$ cat config.mk
export PLATFORM = sky130hd
export DESIGN_NAME = matmul_seq_ctrl
export DESIGN_NICKNAME = d
export VERILOG_FILES = /design/src/rtl/matmul_seq_ctrl.sv
export SDC_FILE = /design/constraint.sdc
export NUM_CORES = 1
export LEC_CHECK = 0
export CORE_UTILIZATION = 59
export CTS_BUF_LIST = sky130_fd_sc_hd__clkbuf_4 sky130_fd_sc_hd__clkbuf_8
export CTS_CLUSTER_SIZE = 8
export DETAILED_ROUTE_END_ITERATION = 12
export PLACE_DENSITY_LB_ADDON = 0.05
export SLEW_MARGIN = 25
export SYNTH_ARGS = -nofsm -noshare
export SYNTH_HDL_FRONTEND = slang
export SYNTH_SLANG_ARGS = --single-unit
$ cat constraint.sdc
create_clock -name clk -period 4.9 [get_ports clk]
set_input_delay 0.98 -clock clk [delete_from_list [all_inputs] [get_ports clk]]
set_output_delay 0.98 -clock clk [all_outputs]
set_load 0.01 [all_outputs]
$ cat src/rtl/matmul_seq_ctrl.sv
// Sequential 4x4 unsigned matrix multiply controller: streams in A then B,
// computes Y = A x B on one shared MAC (one product per cycle), streams Y out.
module matmul_seq_ctrl #(
  parameter int DW = 4,
  parameter int OW = 16
) (
  input  logic          clk,
  input  logic          rst,
  input  logic          in_valid_i,
  input  logic [DW-1:0] in_data_i,
  output logic          in_ready_o,
  output logic          out_valid_o,
  output logic [OW-1:0] out_data_o,
  output logic          out_last_o,
  input  logic          out_ready_i,
  output logic          busy_o
);

  typedef enum logic [1:0] {LOAD, COMPUTE, OUTPUT} state_t;

  state_t          state_q;
  logic [4:0]      ld_idx_q;
  logic [5:0]      cnt_q;
  logic [3:0]      out_idx_q;
  logic [OW-1:0]   acc_q;
  logic            out_valid_q;
  logic            out_last_q;
  logic            busy_q;
  logic [DW-1:0]   a_q [16];
  logic [DW-1:0]   b_q [16];
  logic [OW-1:0]   y_q [16];

  // cnt_q packs the loop counters as {i, j, k}, k innermost.
  logic [1:0]      i_w, j_w, k_w;
  logic [2*DW-1:0] prod_w;
  logic [OW-1:0]   sum_w;

  assign i_w    = cnt_q[5:4];
  assign j_w    = cnt_q[3:2];
  assign k_w    = cnt_q[1:0];
  assign prod_w = {{DW{1'b0}}, a_q[{i_w, k_w}]} * {{DW{1'b0}}, b_q[{k_w, j_w}]};
  assign sum_w  = ((k_w == 2'd0) ? '0 : acc_q) + {{(OW-2*DW){1'b0}}, prod_w};

  // in_ready is masked by rst so it reads 0 during reset and 1 the cycle after.
  assign in_ready_o  = (state_q == LOAD) && !rst;
  assign out_valid_o = out_valid_q;
  assign out_last_o  = out_last_q;
  assign busy_o      = busy_q;
  assign out_data_o  = out_valid_q ? y_q[out_idx_q] : '0;

  always_ff @(posedge clk) begin
    if (rst) begin
      state_q     <= LOAD;
      ld_idx_q    <= '0;
      cnt_q       <= '0;
      out_idx_q   <= '0;
      acc_q       <= '0;
      out_valid_q <= 1'b0;
      out_last_q  <= 1'b0;
      busy_q      <= 1'b0;
      for (int n = 0; n < 16; n++) begin
        a_q[n] <= '0;
        b_q[n] <= '0;
        y_q[n] <= '0;
      end
    end else begin
      case (state_q)
        LOAD: begin
          if (in_valid_i) begin
            if (ld_idx_q[4]) b_q[ld_idx_q[3:0]] <= in_data_i;
            else             a_q[ld_idx_q[3:0]] <= in_data_i;
            ld_idx_q <= ld_idx_q + 5'd1;
            if (ld_idx_q == 5'd31) begin
              state_q <= COMPUTE;
              busy_q  <= 1'b1;
            end
          end
        end
        COMPUTE: begin
          acc_q <= sum_w;
          cnt_q <= cnt_q + 6'd1;
          if (k_w == 2'd3) y_q[{i_w, j_w}] <= sum_w;
          if (cnt_q == 6'h3F) begin
            state_q     <= OUTPUT;
            out_valid_q <= 1'b1;
            out_last_q  <= 1'b0;
          end
        end
        OUTPUT: begin
          if (out_ready_i) begin
            out_idx_q  <= out_idx_q + 4'd1;
            out_last_q <= (out_idx_q == 4'd14);
            if (out_idx_q == 4'd15) begin
              state_q     <= LOAD;
              out_valid_q <= 1'b0;
              out_last_q  <= 1'b0;
              busy_q      <= 1'b0;
            end
          end
        end
        default: state_q <= LOAD;
      endcase
    end
  end

endmodule

-- Yosys cells after proc, flatten, opt, wreduce, memory -nomap -nowiden
Memories as Yosys holds them, arrays and structs flattened. A register that Yosys moved wholly into a read port is not among the register bits.
Index checks and enable logic that the tools add are counted.
- add/subtract/negate cells: 4
- multipliers: 1
- divide/modulo/power cells: 0
- magnitude comparators: 0
- eq/ne operators: 12
- shift-type cells: 0
- mux-type cells: 50
- bitwise operators: 0
- reduce and logical (&&, ||, !) cells: 15
- operators by type and width (kind ; number):
    16-bit 2-to-1 mux ; 3
    4-bit 2-to-1 mux ; 11
    1-bit 2-to-1 mux ; 27
    16-bit by 8-bit adder with 16-bit output ; 1
    16-bit OR reduction ; 1
    2-bit 2-to-1 mux ; 5
    5-bit AND reduction ; 2
    4-bit equality test (second input constant) ; 2
    4-bit by 4-bit multiplier with 8-bit output ; 1
    2-bit inequality test (second input constant) ; 4
    4-bit OR reduction ; 2
    6-bit by 1-bit adder with 6-bit output (second input constant) ; 1
    6-bit equality test (second input constant) ; 1
    1-bit case mux with 2 select lines ; 3
    2-bit case mux with 3 select lines ; 1
    5-bit by 1-bit adder with 5-bit output (second input constant) ; 1
    5-bit equality test (second input constant) ; 1
    4-bit by 1-bit adder with 4-bit output (second input constant) ; 1
    2-bit equality test (second input constant) ; 2
    2-bit logical NOT ; 2
    2-bit AND reduction ; 2
    4-bit AND reduction ; 1
    2-bit nonzero test ; 2
    3-bit AND reduction ; 1
    other kinds (4) ; 4
- register bits after elaboration: 36
- latch bits: 0
- RAM bits: 384
- ROM bits: 0
- bits of input ports: 8
- output and inout bits: 20
- logic and storage cells: 93
- memories: 3
- memories (name ; depth ; width ; rd ports ; clocked after memory_dff ; write ports ; line ; text):
    y_q ; 16 ; 16 ; 1 ; 1 ; 16 ; 31 ; logic [OW-1:0] y_q [16];
    a_q ; 16 ; 4 ; 1 ; 1 ; 16 ; 29 ; logic [DW-1:0] a_q [16];
    b_q ; 16 ; 4 ; 1 ; 1 ; 16 ; 30 ; logic [DW-1:0] b_q [16];

-- Depth between registers and ports, before layout
- word-level depth: 7
- gate-level depth with buffers: 19
- depth with buffers taken out: 15

-- Worst setup path after synthesis
Ideal clock, no wire load.
- path kind: register to register
- from: register with a tool-made name
- to: memory y_q[12][15], data pin
- library setup time: 270 ps
- data arrival time: 4679 ps
- data required time: 4630 ps
- setup slack: -48 ps
- stages on the path, launching flop included: 17
- buffers on the path: 3
- period minus slack after synthesis: 4948 ps
- path through: dfxtp_1 > buf_2 > buf_1 > mux4_2 > mux4_2 > nand2_1 > fa_1 > fa_1 > fa_1 > inv_1 > ha_1 > nand3_1 > a21oi_1 > o2111ai_1 > xor2_1 > buf_2 > nor3_1
- RTL lines (item ; line):
    to (decl) ; 31

==> results.sh <==
export IMPL_outcome="complete, no violations"
export IMPL_post_synth_main_area_contributors="sky130_fd_sc_hd__edfxtp_1 (57%), sky130_fd_sc_hd__mux4_2 (11%), sky130_fd_sc_hd__nor2_1 (4.6%)"
export IMPL_critical_path_class="reg -> reg"
export IMPL_ys_seq_elements=430
export IMPL_clock_skew_ns=0.0387
export IMPL_worstPathMaxFanout=16
export IMPL_wire_length_of_the_first_global_routing_pass_um=73800
export IMPL_slew_limit_headroom_pct=30.0
export IMPL_clk_insertion_delay_late_ns=0.63
export IMPL_timing_max_cap_violations=0
export IMPL_grt_overflow=0
export IMPL_nNetsFinal=1630
export IMPL_timing_final_max_slew_violations=0
export IMPL_arrival_ns=5.08
export IMPL_tritoncts_num_sinks=430
export IMPL_worst_path_largest_cell_delay_ns=0.54
export IMPL_die_width_um=188
export IMPL_wire_per_inst_um=23.1
export IMPL_critPathCaptureType="flop"
export IMPL_worstMarginPinSlew_ns=1.05
export IMPL_finalHoldViolations=0
export IMPL_synth_top_cell_area_share_pct=56.6
export IMPL_floorplan_die_height_um=188
export IMPL_post_route_min_period_ns=4.73
export IMPL_power_per_cell_area_nw_per_um2=331
export IMPL_via_per_inst=5.97
export IMPL_critical_path_top_delay_family="adder cells"
export IMPL_place_gp_congestion=0.863
export IMPL_die_area_sq_um=35300
export IMPL_crit_path_start_kind="flop"
export IMPL_synth_sequential_area_ratio_pct=61.1
export IMPL_fmax_mhz=211
export IMPL_fin_cells=2089
export IMPL_tritoncts_num_buffers=71
export IMPL_start_util_pct=60.3
export IMPL_cell_at_the_root_of_the_clock_tree="sky130_fd_sc_hd__clkbuf_8"
export IMPL_area_delta_synth_final_pct=13.3
export IMPL_numPortBuffers=27
export IMPL_number_of_synthesized_flops_with_an_enable_pin=384
export IMPL_number_of_global_route_vias_before_repair=12740
export IMPL_drt_pass1_iter_count=8
export IMPL_report_final_setup_viol=0
export IMPL_detail_route_iter0_violations=1101
export IMPL_cts_tree="built"
export IMPL_clk_transition_reported_paths_ns=0.06
export IMPL_dp_hpwl_um=31000
export IMPL_grt_max_degree=55
export IMPL_placed_cells=1952
export IMPL_final_common_cell="sky130_fd_sc_hd__edfxtp_1"
export IMPL_stdcell_area_sq_um=23100
export IMPL_layout_cells_most_common_list="sky130_fd_sc_hd__edfxtp_1 (384), sky130_fd_sc_hd__nor2_1 (249), sky130_fd_sc_hd__and2_1 (143)"
export IMPL_synth_flop_cell="sky130_fd_sc_hd__edfxtp_1"
export IMPL_fin_hold_ws_ns=0.460
export IMPL_detail_route_drc_violations=0
export IMPL_crit_slowest_cell="sky130_fd_sc_hd__mux4_2"
export IMPL_mapped_avg_cell_area_sq_um=13.4
export IMPL_route_antenna_remaining_nets=0
export IMPL_final_period_utilization_pct=96.6
export IMPL_io_pins=28
export IMPL_cts_buffer_depth=3
export IMPL_cts_htree_levels=3
export IMPL_via_count=12467
export IMPL_critPathRequiredTime_ns=5.25
export IMPL_placeableCoreArea_sq_um=33800
export IMPL_synthesis_instances=1519
export IMPL_global_route_usage_sum_pct=28.1
export IMPL_fin_ws_ns=0.168
export IMPL_maximum_vdd_drop_uv=248
export IMPL_drive_above_1_share_pct=23.3
export IMPL_worstPathBufferInverterCount=4
export IMPL_initial_antenna_violation_count=1
export IMPL_floorplan_rows=67
export IMPL_routed_wl_um=48200
export IMPL_yosys_warnings=0
export IMPL_cp_cell_sequence="buf_12, mux4_2, mux4_2, and2_1, fa_1, ha_1, inv_1, fa_1, inv_1, ha_4, a21o_1, a21oi_4, nand4_1, nand3_1, buf_12, a21oi_1"
export IMPL_dp_worst_setup_slack_ns=-0.0881
export IMPL_synth_nets=1563
export IMPL_syn_cell_area_sq_um=20400
export IMPL_holdCritPathClass="reg -> reg"
export IMPL_cell_type_contributing_the_most_total_cell_area_after_synthesis="sky130_fd_sc_hd__edfxtp_1"
export IMPL_dpl_cell_area_sq_um=21400
export IMPL_synth_async_reset_ratio_pct=0
export IMPL_post_synth_num_cell_types=58
export IMPL_leakagePower_uw=0.00792
## flip-flops by register name, indices dropped and copies added, names as in the netlist, named ones only
register / count
out_idx_q: 4
out_last_o: 1
busy_o: 1
cnt_q: 6
y_q: 256
a_q: 64
out_valid_o: 1
ld_idx_q: 5
b_q: 64
state_q: 2
acc_q: 16
## synth_stat cells (all sizes together), types with 3 or more instances
master / n
nor2b: 12
nor3b: 3
nand2b: 31
dfxtp: 46
xor2: 13
nor3: 33
nor2: 249
and2: 144
a211oi: 4
edfxtp: 384
nand3b: 8
fa: 9
nand4: 7
a21o: 5
inv: 32
o21ai: 17
and3: 3
mux4: 102
xnor2: 6
clkbuf: 76
nand2: 69
or3: 3
ha: 27
buf: 36
or2: 35
a21oi: 72
mux2i: 20
nor4: 3
o2111ai: 3
nand3: 19
mux2: 17
o211a: 15
## per-stage QoR
step | TNS, ns | utilization [%] | power (uW)
2_1_floorplan | 0 | - | 4440
3_3_place_gp | -0.0883 | 63.4 | 4590
3_5_place_dp | -2.36 | 63.4 | 4600
4_1_cts | 0 | 67.7 | 7680
5_1_grt | -0.390 | 68.3 | 7890
6_report | 0 | 68.3 | 7650
## worst paths after layout
check | endpoint | cells past startpoint | start | slack, ns
worst min register to register | acc_q[0]$_SDFFE_PP0P_ | 2 | acc_q[0]$_SDFFE_PP0P_ | 0.46
worst min-delay path | acc_q[0]$_SDFFE_PP0P_ | 2 | acc_q[0]$_SDFFE_PP0P_ | 0.46
worst max-delay path | y_q[5][12]$_SDFFCE_PN0P_ | 16 | flop | 0.17
worst max register to register | y_q[5][12]$_SDFFCE_PN0P_ | 16 | flop | 0.17
## power by group
group          leakage (uW)  internal (uW)  switching [uW]
Clock              0.000752           1720            1390
Sequential          0.00412           4130            48.0
Combinational       0.00305            134             218
## layer usage
metal | wire length (um) | GRT usage, % | vias up
met3 | 2800 | 4.32 | 87
met4 | 1340 | 10.7 | 0
met1 | 19100 | 36.1 | 6289
li1 | - | - | 5655
met2 | 24900 | 48.4 | 436
met5 | 0 | 0 | -
## worst reg2reg max path: stages (launching register included)
cell and delay [ns]:
sky130_fd_sc_hd__dfxtp_1 0.35, sky130_fd_sc_hd__buf_12 0.17, sky130_fd_sc_hd__mux4_2 0.55, sky130_fd_sc_hd__mux4_2 0.52, sky130_fd_sc_hd__and2_1 0.20, sky130_fd_sc_hd__fa_1 0.47
sky130_fd_sc_hd__ha_1 0.28, sky130_fd_sc_hd__inv_1 0.04, sky130_fd_sc_hd__fa_1 0.47, sky130_fd_sc_hd__inv_1 0.06, sky130_fd_sc_hd__ha_4 0.24, sky130_fd_sc_hd__a21o_1 0.18
sky130_fd_sc_hd__a21oi_4 0.23, sky130_fd_sc_hd__nand4_1 0.25, sky130_fd_sc_hd__nand3_1 0.20, sky130_fd_sc_hd__buf_12 0.16, sky130_fd_sc_hd__a21oi_1 0.08
## cell type report
| cell class | instances | area (sq um) |
|---|---|---|
| sequential | 430 | 12500 |
| fill | 2443 | 10700 |
| multi-input combinational | 945 | 7450 |
| clock buffer | 113 | 1340 |
| timing repair buffer | 106 | 1080 |
| tap | 448 | 561 |
| inverter | 32 | 120 |
| clock inverter | 14 | 63.8 |
| antenna | 1 | 2.50 |
## cell families after synthesis
family                   Yosys count  synth area share (%)
AO/OA/AOI/OAI                    129                  4.03
XOR/XNOR                          19                 0.854
adder cells (fa/ha/maj)           36                  2.54
buffers and inverters            144                  3.05
flip-flops                       430                  61.1
multiplexers                     139                  13.3
AND/OR/NAND/NOR                  622                  15.1
## timing repair
item                                    in CTS  in global routing
hold buffers                                 0                  0
pin swaps                                    3                  4
buffers inserted                             1                  5
resized for setup                            7                 32
endpoints found under the setup margin     115                178
cloned                                       0                  2
Power figures use the tool's default switching activity.
==> RTL edit, RTL diff (same flow settings) <==
Change the parameter `DW` from 4 to 6.
--- a/src/rtl/matmul_seq_ctrl.sv
+++ b/src/rtl/matmul_seq_ctrl.sv
@@ -3,3 +3,3 @@
 module matmul_seq_ctrl #(
-  parameter int DW = 4,
+  parameter int DW = 6,
   parameter int OW = 16
Interface: changed (resized in_data_i); port bits go from 28 to 30. No check against the original RTL was run, so the function may have changed too.
==> RTL edit against the unedited design <==
Die area up 17%; synthesized cell count up 12%; worst setup slack worse by 0.87 ns; wire length up 18%; synthesized area up 17%; core utilization up 0.23 points; final area up 18%; global-route usage up 0.64 points; highest routed layer unchanged; the run now ends with setup timing left; sequential cell count up 64.
Power is not compared: it rests on default switching activity, and its combinational part moved more than twofold at a synthesized area within 25%.
==> RTL edit: results (changes against the unedited design) <==
status=complete, but fails checks; failing checks=setup timing; Seq/Total Area, Yosys=0.604 (-0.00740); final wirelength=56,900 um (+18%); met1 usage=0.374 (+0.0136); hold path startpoint=acc_q[0]$_SDFFE_PP0P_; via count=14,000 (+12%); M3 GR Usage=0.0432 (-0.0000560); CTS Buffer Depth=3 (unchanged); CTS Root Cell=clkbuf_8; asr flop ratio synth=0 (unchanged); GRT Total Usage=0.288 (+0.00637); Pleak=roughly 9.6 nW; initial antenna violation count=0 (-1); Synth cell types=62 (+6.9%); Max H-tree Level=3 (unchanged); Rows=73 (+9.0%); number of DRC markers in iteration 0=1,052 (-4.5%); Largest regs=y_q: 256 flops, a_q: 96 flops, b_q: 96 flops; # diodes=0 (-1); Final nets=1,895 (+16%); I/O Buffers=29 (+7.4%); Worst-path clk slew=0.06 ns (about the same); layout cells sized above 1=0.253 (+0.0196); Worst Path Max Fanout=17 (+1); met2 Use GR=0.499 (+0.0151); first-pass GRT wire length=86,700 um (+18%); Peak VDD IR=around 0.23 mV; First-pass DRT Iterations=5 (-3); Post-synth EDFFs=448 (+17%); clk_lat worst skew=0.64 ns; pin count of the biggest net entering global routing=54 (-1.8%); clock skew=0.0193 ns (-0.0194 ns); CP Launch Type=register; post-route setup slack=-0.705 ns (-0.873 ns); placed instance area=25,300 um2 (+18%); HPWL after DPL=37,200 um (+20%); top cells by area, synth=edfxtp_1 (57%), mux4_2 (11%), and2_1 (6.1%), nor2_1 (5.2%), dfxtp_1 (3.9%); Post-synth top cells=edfxtp_1 (448), nor2_1 (328), and2_1 (231); Least-Margin Pin Slew=1.01 ns (-0.0444 ns); Net Count, Synth=1,776 (+14%); Worst EP arrival=5.95 ns (+0.87 ns); final setup violation count=204 (+204); predominant post-synthesis flop cell=edfxtp_1; yosys warns=0 (unchanged); filler cell count=2,812 (+15%); vias in the first global route=14,500 (+14%); worst hold-check path type=reg -> reg; Final Wtd Congestion=0.817 (-5.4%); cts bufs inserted=82 (+15%)
==> RTL edit: cell types whose count changed after synthesis, sizes merged, moves of 15 or more <==
| cell | delta |
|---|---|
| and2 | +88 |
| nor2 | +80 |
| edfxtp | +64 |
| a21oi | -47 |
| mux4 | +38 |
| inv | +28 |
| nor3 | -21 |
| mux2i | -18 |
| clkbuf | -17 |
| fa | +17 |
| mux2 | -15 |
| o211a | -15 |
==> RTL edit: cell type report <==
cell class,instances,share of cell area
flip-flops and latches,494,0.528
multi-input cells,1039,0.326
clock buffers,124,0.0558
repair buffers,144,0.0533
well taps,525,0.0241
inverters,60,0.00827
clock inverters,24,0.00432
==> RTL edit: path summary, 6_finish.rpt <==
path                              endpoint  cells past startpoint
setup / recovery  y_q[14][8]$_SDFFCE_PN0P_                     18
hold / removal       acc_q[0]$_SDFFE_PP0P_                      2
setup reg to reg  y_q[14][8]$_SDFFCE_PN0P_                     18
hold reg to reg      acc_q[0]$_SDFFE_PP0P_                      2
==> RTL edit: repair_timing <==
| action | CTS | global route |
|---|---|---|
| resized for setup | 17 | 15 |
| setup endpoints to repair | 204 | 217 |
| setup buffers | 3 | 0 |
| pin swaps | 5 | 6 |
| gates cloned | 3 | 1 |
| hold buffers | 0 | 0 |
==> RTL edit: cells by family after synthesis <==
family | share of synthesized area
AND/OR/NAND/NOR | 0.159
buffers and inverters | 0.0330
adder cells (fa/ha/maj) | 0.0418
AO/OA/AOI/OAI | 0.0174
multiplexers | 0.137
flip-flops | 0.604
XOR/XNOR | 0.00799
==> RTL edit: worst max-delay path, stage by stage, from the launching register on <==
cell       delay [ns]
dfxtp_4          0.40
buf_12           0.14
buf_4            0.14
mux4_2           0.50
mux4_2           0.55
and2_4           0.20
fa_1             0.56
fa_1             0.43
fa_1             0.49
inv_1            0.05
fa_1             0.47
inv_1            0.06
ha_4             0.30
buf_4            0.14
nor3_1           0.05
a2111oi_2        0.32
o311a_1          0.30
buf_12           0.16
nor2_1           0.05
==> RTL edit: report_power, final <==
part / total [mW] / internal [mW] / leakage [nW] / switching, mW
sequential: 4.80 / 4.75 / 4.78 / 0.0528
combinational: 0.782 / 0.327 / 4.01 / 0.455
clock: 3.63 / 1.98 / 0.864 / 1.65
==> RTL edit: per-layer routing <==
metal  up-vias  routed length (um)
li1       6330                   -
met1      7045               22600
met2       539               29100
met3        86                3820
met4         0                1320
met5         -                   0
==> RTL edit: through the flow <==
step,cells,util,hold WS (ns),TNS (ns),worst slack [ns]
2_1_floorplan,1702,-,0.432,-68.55,-0.540
3_3_place_gp,2255,0.638,0.440,-102.48,-0.639
3_5_place_dp,2255,0.638,0.444,-109.05,-0.737
4_1_cts,2409,0.683,0.452,-106.82,-0.688
5_1_grt,2410,0.685,0.486,-143.12,-0.872
6_report,2410,0.685,0.450,-102.42,-0.705
